<file path="src/rtl/ahb_lite_master_if.sv">
// Core request/response and AHB-Lite bus signals grouped for the single-outstanding initiator.
// The master modport is the initiator side; the slave modport is the core/fabric side.
interface ahb_lite_master_if;
    logic        req_valid;
    logic        req_ready;
    logic [31:0] req_addr;
    logic        req_write;
    logic [2:0]  req_size;
    logic [31:0] req_wdata;
    logic        rsp_valid;
    logic [31:0] rsp_rdata;
    logic        rsp_err;
    logic        rsp_timeout;
    logic [31:0] HADDR;
    logic [1:0]  HTRANS;
    logic        HWRITE;
    logic [2:0]  HSIZE;
    logic [2:0]  HBURST;
    logic [31:0] HWDATA;
    logic [31:0] HRDATA;
    logic        HREADY;
    logic [1:0]  HRESP;

    modport master (
        input  req_valid, req_addr, req_write, req_size, req_wdata,
        input  HRDATA, HREADY, HRESP,
        output req_ready, rsp_valid, rsp_rdata, rsp_err, rsp_timeout,
        output HADDR, HTRANS, HWRITE, HSIZE, HBURST, HWDATA
    );

    modport slave (
        output req_valid, req_addr, req_write, req_size, req_wdata,
        output HRDATA, HREADY, HRESP,
        input  req_ready, rsp_valid, rsp_rdata, rsp_err, rsp_timeout,
        input  HADDR, HTRANS, HWRITE, HSIZE, HBURST, HWDATA
    );
endinterface

</file>
<file path="src/rtl/ahb_lite_master.sv">
// Single-outstanding AHB-Lite initiator: one NONSEQ SINGLE transfer per core request,
// with byte-lane placement, error/misalignment reporting and a wait-state timeout.
module ahb_lite_master #(
    parameter int TIMEOUT_CYCLES = 256,
    parameter int CNT_W          = 16
) (
    input  logic              HCLK,
    input  logic              HRESET,
    ahb_lite_master_if.master bus
);

    localparam logic [1:0] HT_IDLE   = 2'b00;
    localparam logic [1:0] HT_NONSEQ = 2'b10;

    typedef enum logic [1:0] {S_IDLE, S_ADDR, S_DATA} state_t;

    state_t            r_state;
    logic [31:0]       r_haddr;
    logic [1:0]        r_htrans;
    logic              r_hwrite;
    logic [2:0]        r_hsize;
    logic [31:0]       r_hwdata;
    logic [31:0]       r_wbuf;
    logic              r_rsp_valid;
    logic [31:0]       r_rsp_rdata;
    logic              r_rsp_err;
    logic              r_rsp_timeout;
    logic [CNT_W-1:0]  r_cnt;

    logic [CNT_W-1:0]  w_cnt_inc;
    logic              w_timeout;

    function automatic logic f_legal(input logic [2:0] sz, input logic [1:0] a);
        logic ok;
        ok = 1'b0;
        case (sz)
            3'b000:  ok = 1'b1;
            3'b001:  ok = !a[0];
            3'b010:  ok = (a == 2'b00);
            default: ok = 1'b0;
        endcase
        return ok;
    endfunction

    function automatic logic [31:0] f_lanes(input logic [2:0] sz, input logic [31:0] w);
        logic [31:0] v;
        case (sz)
            3'b000:  v = {4{w[7:0]}};
            3'b001:  v = {2{w[15:0]}};
            default: v = w;
        endcase
        return v;
    endfunction

    function automatic logic [31:0] f_extract(input logic [31:0] d, input logic [2:0] sz,
                                              input logic [1:0] off);
        logic [31:0] v;
        v = '0;
        case (sz)
            3'b000: begin
                case (off)
                    2'd0:    v = {24'b0, d[7:0]};
                    2'd1:    v = {24'b0, d[15:8]};
                    2'd2:    v = {24'b0, d[23:16]};
                    default: v = {24'b0, d[31:24]};
                endcase
            end
            3'b001:  v = off[1] ? {16'b0, d[31:16]} : {16'b0, d[15:0]};
            default: v = d;
        endcase
        return v;
    endfunction

    // The abort fires on the edge that would bring the stall count to TIMEOUT_CYCLES.
    assign w_cnt_inc = r_cnt + 1'b1;
    assign w_timeout = (TIMEOUT_CYCLES != 0) && (w_cnt_inc == CNT_W'(TIMEOUT_CYCLES));

    always_ff @(posedge HCLK) begin
        if (HRESET) begin
            r_state       <= S_IDLE;
            r_htrans      <= HT_IDLE;
            r_haddr       <= '0;
            r_hwrite      <= 1'b0;
            r_hsize       <= '0;
            r_hwdata      <= '0;
            r_rsp_valid   <= 1'b0;
            r_rsp_rdata   <= '0;
            r_rsp_err     <= 1'b0;
            r_rsp_timeout <= 1'b0;
            r_cnt         <= '0;
        end else begin
            r_rsp_valid   <= 1'b0;
            r_rsp_rdata   <= '0;
            r_rsp_err     <= 1'b0;
            r_rsp_timeout <= 1'b0;
            case (r_state)
                S_IDLE: begin
                    if (bus.req_valid) begin
                        if (f_legal(bus.req_size, bus.req_addr[1:0])) begin
                            r_haddr  <= bus.req_addr;
                            r_hwrite <= bus.req_write;
                            r_hsize  <= bus.req_size;
                            r_wbuf   <= f_lanes(bus.req_size, bus.req_wdata);
                            r_htrans <= HT_NONSEQ;
                            r_cnt    <= '0;
                            r_state  <= S_ADDR;
                        end else begin
                            r_rsp_valid <= 1'b1;
                            r_rsp_err   <= 1'b1;
                        end
                    end
                end
                S_ADDR: begin
                    if (bus.HREADY) begin
                        r_htrans <= HT_IDLE;
                        r_cnt    <= '0;
                        if (r_hwrite) r_hwdata <= r_wbuf;
                        r_state  <= S_DATA;
                    end else if (w_timeout) begin
                        r_htrans      <= HT_IDLE;
                        r_cnt         <= '0;
                        r_rsp_valid   <= 1'b1;
                        r_rsp_err     <= 1'b1;
                        r_rsp_timeout <= 1'b1;
                        r_state       <= S_IDLE;
                    end else begin
                        r_cnt <= w_cnt_inc;
                    end
                end
                S_DATA: begin
                    if (bus.HREADY) begin
                        r_cnt       <= '0;
                        r_rsp_valid <= 1'b1;
                        r_state     <= S_IDLE;
                        if (bus.HRESP != 2'b00) r_rsp_err <= 1'b1;
                        else if (!r_hwrite)
                            r_rsp_rdata <= f_extract(bus.HRDATA, r_hsize, r_haddr[1:0]);
                    end else if (w_timeout) begin
                        r_cnt         <= '0;
                        r_rsp_valid   <= 1'b1;
                        r_rsp_err     <= 1'b1;
                        r_rsp_timeout <= 1'b1;
                        r_state       <= S_IDLE;
                    end else begin
                        r_cnt <= w_cnt_inc;
                    end
                end
                default: r_state <= S_IDLE;
            endcase
        end
    end

    assign bus.req_ready   = (r_state == S_IDLE) && !HRESET;
    assign bus.rsp_valid   = r_rsp_valid;
    assign bus.rsp_rdata   = r_rsp_rdata;
    assign bus.rsp_err     = r_rsp_err;
    assign bus.rsp_timeout = r_rsp_timeout;
    assign bus.HADDR       = r_haddr;
    assign bus.HTRANS      = r_htrans;
    assign bus.HWRITE      = r_hwrite;
    assign bus.HSIZE       = r_hsize;
    assign bus.HBURST      = 3'b000;
    assign bus.HWDATA      = r_hwdata;

endmodule
</file>
<file path="src/flat_wrapper.sv">
// flat-port wrapper written by rule: the top's interface ports become plain ports
module ahb_lite_master_flat 
#(
    parameter int TIMEOUT_CYCLES = 256,
    parameter int CNT_W          = 16
)
  (HCLK, HRESET, bus_req_valid, bus_req_addr, bus_req_write, bus_req_size, bus_req_wdata, bus_HRDATA, bus_HREADY, bus_HRESP, bus_req_ready, bus_rsp_valid, bus_rsp_rdata, bus_rsp_err, bus_rsp_timeout, bus_HADDR, bus_HTRANS, bus_HWRITE, bus_HSIZE, bus_HBURST, bus_HWDATA);
  ahb_lite_master_if bus_i ();
  input  logic HCLK;
  input  logic HRESET;
  input wire logic [$bits(bus_i.req_valid)-1:0] bus_req_valid;
  input wire logic [$bits(bus_i.req_addr)-1:0] bus_req_addr;
  input wire logic [$bits(bus_i.req_write)-1:0] bus_req_write;
  input wire logic [$bits(bus_i.req_size)-1:0] bus_req_size;
  input wire logic [$bits(bus_i.req_wdata)-1:0] bus_req_wdata;
  input wire logic [$bits(bus_i.HRDATA)-1:0] bus_HRDATA;
  input wire logic [$bits(bus_i.HREADY)-1:0] bus_HREADY;
  input wire logic [$bits(bus_i.HRESP)-1:0] bus_HRESP;
  output wire logic [$bits(bus_i.req_ready)-1:0] bus_req_ready;
  output wire logic [$bits(bus_i.rsp_valid)-1:0] bus_rsp_valid;
  output wire logic [$bits(bus_i.rsp_rdata)-1:0] bus_rsp_rdata;
  output wire logic [$bits(bus_i.rsp_err)-1:0] bus_rsp_err;
  output wire logic [$bits(bus_i.rsp_timeout)-1:0] bus_rsp_timeout;
  output wire logic [$bits(bus_i.HADDR)-1:0] bus_HADDR;
  output wire logic [$bits(bus_i.HTRANS)-1:0] bus_HTRANS;
  output wire logic [$bits(bus_i.HWRITE)-1:0] bus_HWRITE;
  output wire logic [$bits(bus_i.HSIZE)-1:0] bus_HSIZE;
  output wire logic [$bits(bus_i.HBURST)-1:0] bus_HBURST;
  output wire logic [$bits(bus_i.HWDATA)-1:0] bus_HWDATA;
  assign bus_i.req_valid = bus_req_valid;
  assign bus_i.req_addr = bus_req_addr;
  assign bus_i.req_write = bus_req_write;
  assign bus_i.req_size = bus_req_size;
  assign bus_i.req_wdata = bus_req_wdata;
  assign bus_i.HRDATA = bus_HRDATA;
  assign bus_i.HREADY = bus_HREADY;
  assign bus_i.HRESP = bus_HRESP;
  assign bus_req_ready = bus_i.req_ready;
  assign bus_rsp_valid = bus_i.rsp_valid;
  assign bus_rsp_rdata = bus_i.rsp_rdata;
  assign bus_rsp_err = bus_i.rsp_err;
  assign bus_rsp_timeout = bus_i.rsp_timeout;
  assign bus_HADDR = bus_i.HADDR;
  assign bus_HTRANS = bus_i.HTRANS;
  assign bus_HWRITE = bus_i.HWRITE;
  assign bus_HSIZE = bus_i.HSIZE;
  assign bus_HBURST = bus_i.HBURST;
  assign bus_HWDATA = bus_i.HWDATA;
  ahb_lite_master #(.TIMEOUT_CYCLES(TIMEOUT_CYCLES), .CNT_W(CNT_W)) u_core (.HCLK(HCLK), .HRESET(HRESET), .bus(bus_i));
endmodule
</file>
<file path="config.mk">
export PLATFORM = sky130hd
export DESIGN_NAME = ahb_lite_master_flat
export DESIGN_NICKNAME = d
export VERILOG_FILES = /design/src/rtl/ahb_lite_master_if.sv /design/src/rtl/ahb_lite_master.sv /design/src/flat_wrapper.sv
export SDC_FILE = /design/constraint.sdc
export NUM_CORES = 1
export LEC_CHECK = 0
export ABC_CLOCK_PERIOD_IN_PS = 4500
export CORE_ASPECT_RATIO = 0.5
export CORE_MARGIN = 2
export CORE_UTILIZATION = 46
export DETAILED_ROUTE_END_ITERATION = 10
export PLACE_DENSITY = 0.8
export SKIP_LAST_GASP = 1
export SLEW_MARGIN = 20
export SYNTH_ARGS = -nofsm -noshare
export SYNTH_HDL_FRONTEND = slang
export SYNTH_SLANG_ARGS = --single-unit
</file>
<file path="constraint.sdc">
create_clock -name HCLK -period 4.5 [get_ports HCLK]
set_input_delay 0.45 -clock HCLK [delete_from_list [all_inputs] [get_ports HCLK]]
set_output_delay 0.45 -clock HCLK [all_outputs]
set_load 0.02 [all_outputs]
</file>
# --- Word-level counts from Yosys, hierarchy flattened ---
# Index checks and enable logic that the tools add are counted.
totals:
  out_inout_bits: 109
  in_bits: 106
  elab_cells: 81
  register_bits: 155
op_classes:
  n_eq_ne: 11
  n_bitwise: 4
  n_addsub: 1
  n_reduce_logical: 20
  mux: 33
ops:
  columns: ["cell", "count"]
  rows:
  - ["$pmux 32 s2", 2]
  - ["$mux 16", 5]
  - ["$pmux 16 s2", 1]
  - ["$pmux 8 s3", 1]
  - ["$mux 2", 9]
  - ["$add 16x1->16 const B", 1]
  - ["$eq 16x9->1 const B", 1]
  - ["$mux 1", 10]
  - ["$pmux 1 s3", 3]
  - ["$reduce_and 3->1", 3]
  - ["$reduce_and 4->1", 2]
  - ["$eq 3x1->1 const B", 2]
  - ["$logic_not 2->1", 3]
  - ["$logic_not 3->1", 2]
  - ["$pmux 2 s3", 1]
  - ["$reduce_bool 2->1", 3]
  - ["$reduce_or 5->1", 1]
  - ["$eq 2x1->1 const B", 2]
  - ["$eq 2x2->1 const B", 2]
  - ["$not 1->1", 4]
  - ["$pmux 2 s2", 1]
  - ["$reduce_or 2->1", 2]
  - ["$eq 3x2->1 const B", 1]
  - ["$ne 3x2->1 const B", 1]
  - ["other kinds (5)", 6]

# --- Longest topological paths before layout ---
logic_depth:
  depth_word: 8
  depth_mapped: 9
  ltp_nobuf: 8

# --- Worst setup path after synthesis ---
# Ideal clock, no wire load.
synth_path:
  path_type: "input to register"
  start: "input HRESET"
  end: "register u_core.r_wbuf[0] (enable)"
  path_buffers: 2
  arrival_ns: 3.081
  required_time_ns: 4.039
  setup_ns: 0.461
  setup_slack_ns: 0.958
  cell_stages: 3
  cell_sequence: "clkbuf_1 -> clkbuf_1 -> nor3_1"
synth_between:
  elab_chain_cells: 2
synth_rtl:
  columns: ["element", "line", "rtl"]
  rows:
  - ["from (decl)", "flat_wrapper.sv:10", "input logic HRESET;"]
  - ["$not 1->1 (no line)", null, null]
  - ["$reduce_and 4->1 (no line)", null, null]
  - ["to (signal assigned)", "ahb_lite_master.sv:103", "r_wbuf <= f_lanes(bus.req_size, bus.req_wdata);"]
  - ["to (decl)", "ahb_lite_master.sv:23", "logic [31:0] r_wbuf;"]
# No other way between the ends.
# A chain may end at the register's enable or synchronous reset.

# --- Worst setup path after layout ---
layout_path:
  start: "input bus_req_size[0]"
  end: "register u_core.r_cnt[8]"
layout_between:
  elab_chain_cells: 7
  word_cells_on_any_way: 9
  classes_between: "eq/ne: 3; mux: 4; reduce/logical: 2"
layout_rtl:
  columns: ["element", "line", "rtl"]
  rows:
  - ["from (decl)", "flat_wrapper.sv:14", "input wire logic [$bits(bus_i.req_size)-1:0] bus_req_size;"]
  - ["$eq 3x2->1, or another cell as far along", "ahb_lite_master.sv:36", "case (sz)"]
  - ["$pmux 1 s3 *", "ahb_lite_master.sv:36", null]
  - ["$mux 1 *", "ahb_lite_master.sv:98", "if (bus.req_valid) begin"]
  - ["$mux 1 *", "ahb_lite_master.sv:96", "case (r_state)"]
  - ["$mux 1 *", "ahb_lite_master.sv:79", "if (HRESET) begin"]
  - ["$ne 2x1->1 (no line) *", null, null]
  - ["$reduce_and 3->1 (no line) *", null, null]
  - ["to (signal assigned)", "ahb_lite_master.sv:127", "r_cnt <= w_cnt_inc;"]
  - ["to (signal assigned)", "ahb_lite_master.sv:145", "r_cnt <= w_cnt_inc;"]
  - ["to (decl)", "ahb_lite_master.sv:28", "logic [CNT_W-1:0] r_cnt;"]
# Every way passes the cells marked *; elsewhere a longest branch is shown, timed or not. The select of a mux whose other input is x is not followed.

==> results.cfg <==
[clock_network]
path_clk_slew_ps = 70
clock_sinks = 154
clkLatencyLatePin_ps = 420
post_cts_buffers = 0
cts_root_buf = clkbuf_16
cts_resized = 0
cts_tree = done
cts_max_path_buffers = 2
cts_max_level = 4
numCtsBuffers = 17
cts_hold_buf = 0

[global_routing]
busiest_layer = met2
grt_max_degree = 43
grt_pass1_wl_mm = 27.0
use_met2_pct = 39.7
gr-usage-all-layers_pct = 23.1
antenna_found_initial = 0
met3_usage_pct = 4.43
use_met1_pct = 28.4
grt_pass1_vias = 5438
grt.overflow.total = 0

[yosys]
synth_top_flop_cell = dfxtp_1
synth-seq-cells = 154
netlist_top_cells_area = dfxtp_1 38%, edfxtp_1 15%, nand2_1 9.3%
async_reset_ff_share_pct = 0
avgSynthCellArea_um2 = 9.12
synth_common_cells = 159 x nand2_1, 122 x dfxtp_1, 81 x a21oi_1
netlist_area_mm2 = 0.00643
synth_top_area_share_pct = 38.0
ys_warn_count = 0
synth-edff-count = 32
synth_top_area_cell = dfxtp_1
ys_types = 53
synth_seq_area_share_pct = 52.9
synth_cells = 705
yosysMostFrequentCell = nand2_1

[place]
gp_congestion = 0.867
hpwl_mm = 12.6
port_buffers = 210

[job]
maxCapViolCount = 0

[worst_setup_path]
required_ps = 4800
criticalPathCategory = primary input to flip-flop
arrival_ps = 3060
crit_path_top_delay_cell = clkdlybuf4s50_1
crit_chain = clkdlybuf4s50_1, a21oi_1, o211ai_1, nand2_1, nand2_1, nor2_4, a221o_1
cp_max_fo = 12
max_stage_delay_ps = 950
crit_path_end_kind = flip-flop
cp-start-kind = primary input
crit_top_cell = nand2_1

[sta]
worst-slew-pin-transition_ps = 800
rsz0062_at_grt = no
fmax_mhz = 362
period_minus_slack_ps = 2760
slew_headroom_pct = 46.6
period_share_pct = 61.4
setup_violations = 0
fin_setup_tns_ps = 0
clock-skew-final_ps = 12.3
slew_viol_final = 0
hold_viol = 0
hold_slack_ps = 454

[die]
chipWidth_um = 171
coreArea_mm2 = 0.0136
num_rows = 30
start_util_pct = 47.3
ios = 215
fp.dieArea_mm2 = 0.0150
die_y_um = 87.6

[detailed_routing]
wl_per_cell_um = 16.4
ant_nets = 0
viasPerCell = 5.32
drc = 0
drt-initial-drc-count = 394
wirelength_mm = 18.0
vias = 5855
dr.pass1.iters = 6

[power]
vdd_drop_max_uv = 222
power.total_uw = 3440
power.leakage_uw = 0.00332
power_density_mw_per_mm2 = 373

[finish]
layout-drive-gt1-share_pct = 8.92
n_antenna_cell = 0
area_growth_pct = 43.8
nets = 1006

[worst_hold_path]
hold_class = flip-flop to flip-flop

[status]
status = completed
[placed cells by master, fill, tap and decap left out, types with 3 or more instances in the layout]
| master | synthesis | layout |
|---|---|---|
| clkdlybuf4s50_1 | 0 | 209 |
| nand2_1 | 159 | 159 |
| dfxtp_1 | 122 | 122 |
| a21oi_1 | 81 | 81 |
| nor2_1 | 34 | 32 |
| edfxtp_1 | 32 | 32 |
| o21ai_0 | 24 | 24 |
| nand3_1 | 23 | 23 |
| and3_1 | 21 | 20 |
| nor3_1 | 19 | 18 |
| clkbuf_16 | 0 | 17 |
| mux2_2 | 16 | 16 |
| inv_1 | 15 | 15 |
| mux2i_1 | 11 | 11 |
| buf_4 | 4 | 11 |
| a22oi_1 | 9 | 9 |
| a211oi_1 | 9 | 9 |
| o22ai_1 | 7 | 7 |
| mux4_2 | 7 | 7 |
| nand4_1 | 5 | 5 |
| a22o_1 | 5 | 5 |
| ha_1 | 5 | 5 |
| inv_6 | 0 | 5 |
| xnor2_1 | 4 | 4 |
| conb_1 | 1 | 4 |
| inv_8 | 0 | 4 |
| or2_2 | 3 | 3 |
| nor4_1 | 3 | 3 |
| a211o_1 | 3 | 3 |
| or3_1 | 3 | 3 |
| a31oi_1 | 3 | 3 |
[critical path: cells and delay by family]
kind	cells	cell delay, ps
AND/OR/NAND/NOR	3	770
AO/OA/AOI/OAI	3	890
buffers and inverters	1	950
[per-stage QoR]
step / util, % / cells / worst slack [ps] / area (µm²)
finish: 68.0 / 1100 / 1740 / 9240
global route: 68.0 / 1100 / 1580 / 9240
CTS: 68.0 / 1100 / 1780 / 9240
detailed placement: 63.7 / 1068 / 1350 / 8650
global placement: 63.7 / 1068 / 1400 / 8650
floorplan: - / 708 / 958 / 6440
[where the power goes]
group	internal, µW	switching [µW]	leakage, µW
registers	1460	31.1	0.00127
clock network	802	622	0.000287
logic	239	292	0.00176
total	2500	945	0.00332
[sequential cells by signal (all words and copies together), names as in the netlist]
name                    cells
u_core.bus.HADDR           32
u_core.bus.HSIZE            3
u_core.bus.HTRANS           1
u_core.bus.HWDATA          32
u_core.bus.HWRITE           1
u_core.bus.rsp_err          1
u_core.bus.rsp_rdata       32
u_core.bus.rsp_timeout      1
u_core.bus.rsp_valid        1
u_core.r_cnt               16
u_core.r_state              2
u_core.r_wbuf              32
[worst paths after layout]
kind,slack [ps],depth (start not counted),start,endpoint
min reg2reg,450,2,u_core.bus.HWDATA[9],u_core.bus.HWDATA[9]
max reg2reg,1770,8,u_core.r_cnt[1],u_core.r_cnt[8]
min,450,2,u_core.bus.HWDATA[9],u_core.bus.HWDATA[9]
max,1740,7,bus_req_size[0],u_core.r_cnt[8]
[cell type report]
cell class / instances / area, µm²
Tap cell: 192 / 240
Timing Repair Buffer: 221 / 2180
Clock inverter: 14 / 149
Fill cell: 1070 / 4350
Inverter: 15 / 56.3
Sequential cell: 154 / 3400
Clock buffer: 18 / 439
Multi-Input combinational cell: 486 / 2780
[cells by family after synthesis]
group           count (synthesis)  synth area share [%]
buf+inv                        68                  4.34
compound gates                154                  14.1
fa+ha+maj                       5                 0.973
mux                            34                  6.97
other cells                     1                0.0583
flops                         154                  52.9
xor+xnor                        6                 0.817
simple gates                  283                  19.8
[layer usage]
| layer | part of all wire (%) | wire, µm | vias up |
|---|---|---|---|
| li1 | - | - | 2849 |
| met1 | 42 | 7480 | 2767 |
| met2 | 50 | 9000 | 203 |
| met3 | 5.5 | 990 | 36 |
| met4 | 2.9 | 518 | 0 |
| met5 | 0 | 0 | - |
Power figures use the tool's default switching activity.
